`src/rtl/pll_reconf_ctrl.sv`:
```
// pll_reconf_ctrl: runs a full runtime PLL reconfiguration whenever the requested video mode
// changes. Selects the ROM mode, loads the altpll_reconfig scan chain, starts reconfiguration,
// waits for a stable lock and holds the video pipeline in reset for the whole sequence.
//
// Ports:
//   clock, reset_n     system clock, asynchronous active-low reset
//   mode_req           requested mode code
//   pll_reconf_busy    busy from altpll_reconfig
//   pll_locked         PLL lock, already synchronised to clock
//   rom_mode           mode code presented to the reconfiguration ROM
//   write_from_rom     one-cycle pulse: load scan chain from ROM
//   reconfig           one-cycle pulse: apply scan chain to the PLL
//   video_reset        high while a reconfiguration is in progress
//   current_mode       mode last completed or attempted
//   busy               high whenever the sequencer is not idle
//   error              sticky timeout flag, cleared by the next successful sequence
module pll_reconf_ctrl #(
  parameter logic [7:0]  RESET_MODE         = 8'h00,
  parameter int unsigned ROM_SETUP          = 4,
  parameter int unsigned BUSY_START_TIMEOUT = 16,
  parameter int unsigned SETTLE_CYCLES      = 16,
  parameter int unsigned LOCK_TIMEOUT       = 1048576
) (
  input  logic       clock,
  input  logic       reset_n,
  input  logic [7:0] mode_req,
  input  logic       pll_reconf_busy,
  input  logic       pll_locked,
  output logic [7:0] rom_mode,
  output logic       write_from_rom,
  output logic       reconfig,
  output logic       video_reset,
  output logic [7:0] current_mode,
  output logic       busy,
  output logic       error
);

  localparam int unsigned MaxA     = (ROM_SETUP > BUSY_START_TIMEOUT) ? ROM_SETUP
                                                                      : BUSY_START_TIMEOUT;
  localparam int unsigned MaxB     = (SETTLE_CYCLES > LOCK_TIMEOUT) ? SETTLE_CYCLES : LOCK_TIMEOUT;
  localparam int unsigned MaxParam = (MaxA > MaxB) ? MaxA : MaxB;
  localparam int unsigned CntW     = $clog2(MaxParam) + 1;

  // SETUP ends two counts early: the IDLE->SETUP edge already moved rom_mode and the WAIT_FREE
  // cycle registers the load pulse, so the pulse lands ROM_SETUP cycles after rom_mode changes.
  localparam logic [CntW-1:0] SetupLast  = CntW'((ROM_SETUP >= 2) ? ROM_SETUP - 2 : 0);
  localparam logic [CntW-1:0] BusyLast   = CntW'((BUSY_START_TIMEOUT >= 1) ? BUSY_START_TIMEOUT - 1
                                                                            : 0);
  localparam logic [CntW-1:0] SettleLast = CntW'((SETTLE_CYCLES >= 1) ? SETTLE_CYCLES - 1 : 0);
  localparam logic [CntW-1:0] LockLast   = CntW'((LOCK_TIMEOUT >= 1) ? LOCK_TIMEOUT - 1 : 0);
  localparam logic [CntW-1:0] CntMax     = {CntW{1'b1}};

  typedef enum logic [3:0] {
    StIdle, StSetup, StWaitFree, StLoadWait, StReconf, StReconfWait, StLockWait, StDone, StAbort
  } state_e;

  state_e          state_q, state_d;
  logic [7:0]      mode_q, target_q, target_d;
  logic [7:0]      rom_mode_q, rom_mode_d, current_mode_q, current_mode_d;
  logic            wfr_q, wfr_d, reconfig_q, reconfig_d;
  logic            video_reset_q, video_reset_d, busy_q, busy_d, error_q, error_d;
  logic            seen_q, seen_d;
  logic [CntW-1:0] cnt_q, cnt_d, settle_q, settle_d, cnt_inc, settle_inc;
  logic            req_valid;

  assign cnt_inc    = (cnt_q == CntMax) ? cnt_q : cnt_q + 1'b1;
  assign settle_inc = (settle_q == CntMax) ? settle_q : settle_q + 1'b1;
  // Request must be stable for two samples and differ from the mode already applied.
  assign req_valid  = (mode_req == mode_q) && (mode_q != current_mode_q);

  always_comb begin
    state_d        = state_q;
    target_d       = target_q;
    rom_mode_d     = rom_mode_q;
    current_mode_d = current_mode_q;
    wfr_d          = 1'b0;
    reconfig_d     = 1'b0;
    video_reset_d  = video_reset_q;
    busy_d         = busy_q;
    error_d        = error_q;
    seen_d         = seen_q;
    cnt_d          = cnt_q;
    settle_d       = settle_q;

    unique case (state_q)
      StIdle: begin
        if (req_valid) begin
          target_d      = mode_q;
          rom_mode_d    = mode_q;
          video_reset_d = 1'b1;
          busy_d        = 1'b1;
          cnt_d         = '0;
          state_d       = StSetup;
        end
      end
      StSetup: begin
        if (cnt_q >= SetupLast) begin
          cnt_d   = '0;
          state_d = StWaitFree;
        end else begin
          cnt_d = cnt_inc;
        end
      end
      StWaitFree: begin
        if (!pll_reconf_busy) begin
          wfr_d   = 1'b1;
          cnt_d   = '0;
          seen_d  = 1'b0;
          state_d = StLoadWait;
        end
      end
      StLoadWait, StReconfWait: begin
        // Phase 1 waits (bounded) for busy to rise; phase 2 waits for it to fall.
        if (!seen_q) begin
          if (pll_reconf_busy) begin
            seen_d = 1'b1;
          end else if (cnt_q >= BusyLast) begin
            state_d = StAbort;
          end else begin
            cnt_d = cnt_inc;
          end
        end else if (!pll_reconf_busy) begin
          seen_d   = 1'b0;
          cnt_d    = '0;
          settle_d = '0;
          state_d  = (state_q == StLoadWait) ? StReconf : StLockWait;
        end
      end
      StReconf: begin
        reconfig_d = 1'b1;
        cnt_d      = '0;
        seen_d     = 1'b0;
        state_d    = StReconfWait;
      end
      StLockWait: begin
        if (pll_locked && (settle_q >= SettleLast)) begin
          state_d = StDone;
        end else if (cnt_q >= LockLast) begin
          state_d = StAbort;
        end else begin
          settle_d = pll_locked ? settle_inc : '0;
          cnt_d    = cnt_inc;
        end
      end
      StDone: begin
        current_mode_d = target_q;
        error_d        = 1'b0;
        video_reset_d  = 1'b0;
        busy_d         = 1'b0;
        cnt_d          = '0;
        settle_d       = '0;
        state_d        = StIdle;
      end
      StAbort: begin
        current_mode_d = target_q;
        error_d        = 1'b1;
        video_reset_d  = 1'b0;
        busy_d         = 1'b0;
        cnt_d          = '0;
        settle_d       = '0;
        seen_d         = 1'b0;
        state_d        = StIdle;
      end
      default: state_d = StIdle;
    endcase
  end

  always_ff @(posedge clock or negedge reset_n) begin
    if (!reset_n) begin
      state_q        <= StIdle;
      mode_q         <= RESET_MODE;
      target_q       <= RESET_MODE;
      rom_mode_q     <= RESET_MODE;
      current_mode_q <= RESET_MODE;
      wfr_q          <= 1'b0;
      reconfig_q     <= 1'b0;
      video_reset_q  <= 1'b0;
      busy_q         <= 1'b0;
      error_q        <= 1'b0;
      seen_q         <= 1'b0;
      cnt_q          <= '0;
      settle_q       <= '0;
    end else begin
      state_q        <= state_d;
      mode_q         <= mode_req;
      target_q       <= target_d;
      rom_mode_q     <= rom_mode_d;
      current_mode_q <= current_mode_d;
      wfr_q          <= wfr_d;
      reconfig_q     <= reconfig_d;
      video_reset_q  <= video_reset_d;
      busy_q         <= busy_d;
      error_q        <= error_d;
      seen_q         <= seen_d;
      cnt_q          <= cnt_d;
      settle_q       <= settle_d;
    end
  end

  assign rom_mode       = rom_mode_q;
  assign write_from_rom = wfr_q;
  assign reconfig       = reconfig_q;
  assign video_reset    = video_reset_q;
  assign current_mode   = current_mode_q;
  assign busy           = busy_q;
  assign error          = error_q;

endmodule

```
`config.mk`:
```
export PLATFORM = sky130hd
export DESIGN_NAME = pll_reconf_ctrl
export DESIGN_NICKNAME = d
export VERILOG_FILES = /design/src/rtl/pll_reconf_ctrl.sv
export SDC_FILE = /design/constraint.sdc
export NUM_CORES = 1
export LEC_CHECK = 0
export CAP_MARGIN = 20
export CORE_MARGIN = 4
export CORE_UTILIZATION = 59
export CTS_CLUSTER_DIAMETER = 100
export DETAILED_ROUTE_END_ITERATION = 12
export HOLD_SLACK_MARGIN = 0.05
export PLACE_DENSITY = 0.84
export SETUP_SLACK_MARGIN = 0.15
export SLEW_MARGIN = 20
export SYNTH_ARGS = -nofsm -noshare
export SYNTH_HDL_FRONTEND = slang
export SYNTH_SLANG_ARGS = --single-unit
```
`constraint.sdc`:
```
create_clock -name clock -period 3.1 [get_ports clock]
set_input_delay 0.465 -clock clock [delete_from_list [all_inputs] [get_ports clock]]
set_output_delay 0.465 -clock clock [all_outputs]
set_load 0.02 [all_outputs]
```
==> reports/results.ini <==
[place]
place_inst=553
dp_hpwl_um=6990
place_area_mm2=0.00471
place_ws_ns=0.334
numPortBuffers=32
gp_congestion=0.860

[clock_network]
cts_root_buffer=clkbuf_8
cts_tree=done
cts_buffers=9
post_cts_resized=0
clockBufferDepth=2
holdBufCountCts=0
clk_pin_slew_ns=0.09
post-cts-setup-buffer-count=0
cts_max_level=3
clk_latency_ns=0.36
cts.sinks=75

[die]
die_h_um=93.6
io_pins=33
die_area_mm2=0.00876
die_x_um=93.6
std_cell_rows=30
start_util_pct=62.3
coreArea_mm2=0.00694

[global_routing]
overflow=0
grt_pass1_vias=3549
grt_first_pass_wirelength_um=17500
grt_antenna_before_repair=0
grt_max_degree=76
grt_usage_pct=25.1

[setup_path]
reg2reg_slack_ns=0.42
crit_type=flop to flop
worstPathMaxFanout=11
rr_worst_depth=7
worstPathRequired_ns=3.35
crit_path_end_kind=flop
start_kind=flop
timing.rr.end=cnt_q[17]$_DFFE_PN0P_
r2r-start=settle_q[0]$_DFFE_PN0P_
worst_ep_arrival_time_ns=2.93

[timing]
min_period_ns=2.68
relSlewSlack_pct=39.2
hold_viol=0
skew_ns=0.0108
max_freq_ghz=0.373
worst_pin_slew_ns=0.912
timing.final.crit_share_pct=86.5
worst_slack_ns=0.418
slew_violations=0
fin_tns_setup_ns=0
finalSetupViolations=0
rsz0062_at_grt=false
timing.hold.ws_ns=0.243

[flow_run]
drv_cap=0

[power]
p_leak_nw=2.10
seq_power_share_pct=33.3
swShare_pct=39.7
p_sw_mw=1.46
pwr-share-comb_pct=43.4
pwr_density_cell_mw_per_mm2=746
ir_drop_uv=449
clockPowerShare_pct=23.2
internal_power_mw=2.22

[cells_and_area]
antennaDiodeCount=0
final_cell_area_mm2=0.00494
final_cells=569
area_growth_pct=14.2
final_common_cell=dfrtp_1
mostFrequentLayoutCells=dfrtp_1 (75), clkdlybuf4s50_1 (31), nand2_1 (25)
final_nets=483
drive_above_1_share_pct=14.2

[synth]
yosysWarnings=0
syn_area_per_cell_um2=9.87
syn-num-nets=453
synth-main-ff-cell=dfrtp_1
synth-seq-area-share_pct=43.4
syn_inst=438
synth_edf_count=0
synth_area_leader_cell=dfrtp_1
ys_async_sr_fraction_pct=100
synthTopCellsByArea=dfrtp_1 (43%), mux2_2 (4.4%), a21oi_1 (2.8%)
synth_area_mm2=0.00432
synthDistinctLibCells=70
synth-seq-cells=75
synth_top_cell_area_share_pct=43.4

[routing]
routed_wl_um=10200
first_iter_violations=292
drc_errors=0
drtPass1Iterations=5
drtAntennaViolNets=0
via_per_inst=6.44
vias=3667
wl_per_cell_um=18.0

[status]
outcome=completed

[hold_path]
min_path_type=input port to async pin

## synthesized netlist by cell type, types with 3 or more instances
master,n
nor3_1,11
a21o_1,4
a21oi_1,24
o21ai_1,6
o2111ai_1,7
a21boi_0,3
buf_6,5
xor2_1,8
inv_1,18
nand3_1,22
mux2_2,17
and3_1,12
clkbuf_1,11
o211ai_1,9
and4_1,5
or3_1,3
nand4_1,12
o21ai_0,23
xnor2_1,9
o31ai_1,13
dfrtp_1,75
a211o_1,4
or4_1,4
and2_1,7
nor4_1,9
mux2_4,3
nand2b_1,5
ha_1,3
nor2b_1,5
nand2_1,25
buf_2,6
nor2_1,17
## layout make-up
type,instances,area [um^2]
well taps,96,120
flip-flops and latches,75,1880
clock buffers,10,138
repair buffers,44,408
inverters,18,67.6
clock inverters,6,88.8
multi-input cells,320,2240
fillers,486,2010
## worst max-delay path, stage by stage (launching register included)
cell,delay [ns]
dfrtp_1,0.46
ha_1,0.28
nand3_1,0.14
nand3_1,0.14
o21ai_1,0.43
nand3_2,0.29
or2_1,0.49
o311ai_1,0.34
## how the worst max path moves through the flow
stage / from / endpoint / slack (ns) / cells past startpoint
floorplan: cnt_q[0]$_DFFE_PN0P_ / cnt_q[7]$_DFFE_PN0P_ / 0.96 / 7
global placement: pll_reconf_busy / settle_q[15]$_DFFE_PN0P_ / 0.41 / 7
detailed placement: pll_reconf_busy / settle_q[10]$_DFFE_PN0P_ / 0.33 / 7
CTS: settle_q[0]$_DFFE_PN0P_ / settle_q[10]$_DFFE_PN0P_ / 0.37 / 7
global route: settle_q[0]$_DFFE_PN0P_ / cnt_q[17]$_DFFE_PN0P_ / 0.23 / 7
finish: settle_q[0]$_DFFE_PN0P_ / cnt_q[17]$_DFFE_PN0P_ / 0.42 / 7
## metal layers
metal / up-vias / global-route usage [%] / routed length, um
li1: 1721 / - / -
met1: 1816 / 32.2 / 4460
met2: 106 / 42.5 / 5050
met3: 24 / 4.83 / 506
met4: 0 / 8.66 / 217
met5: - / 0 / 0
## power groups by stage
stage	Sequential (mW)	Combinational, mW	Clock [mW]
5_1_grt	1.24	1.74	0.916
2_1_floorplan	1.28	1.06	0
4_1_cts	1.23	1.59	0.868
3_5_place_dp	1.24	1.57	0
6_report	1.23	1.60	0.856
3_3_place_gp	1.23	1.53	0
## cells by family (layout without fill, tap and decap cells)
kind of cell               count (synthesis)  in the layout  synth area share (%)
and+or+nand+nor                          155            155                  21.4
DFF                                       75             75                  43.4
adders and majority gates                  3              3                 0.868
xor gates and xnor gates                  17             17                  3.44
buffers and inverters                     43             78                  4.89
muxes                                     20             20                  5.47
AOI/OAI and AO/OA                        125            125                  20.5
## registers in the layout (all words and copies together), names as in the netlist
| register | count |
|---|---|
| state_q | 4 |
| settle_q | 21 |
| seen_q | 1 |
| busy | 1 |
| reconfig | 1 |
| error | 1 |
| write_from_rom | 1 |
| mode_q | 8 |
| rom_mode | 8 |
| current_mode | 8 |
| cnt_q | 21 |
## per-stage QoR
stage	utilization [%]	power [mW]
detailed placement	67.8	2.82
floorplan	-	2.34
global placement	67.8	2.77
finish	71.1	3.68
global route	71.1	3.90
CTS	71.1	3.68
Power figures use the tool's default switching activity.
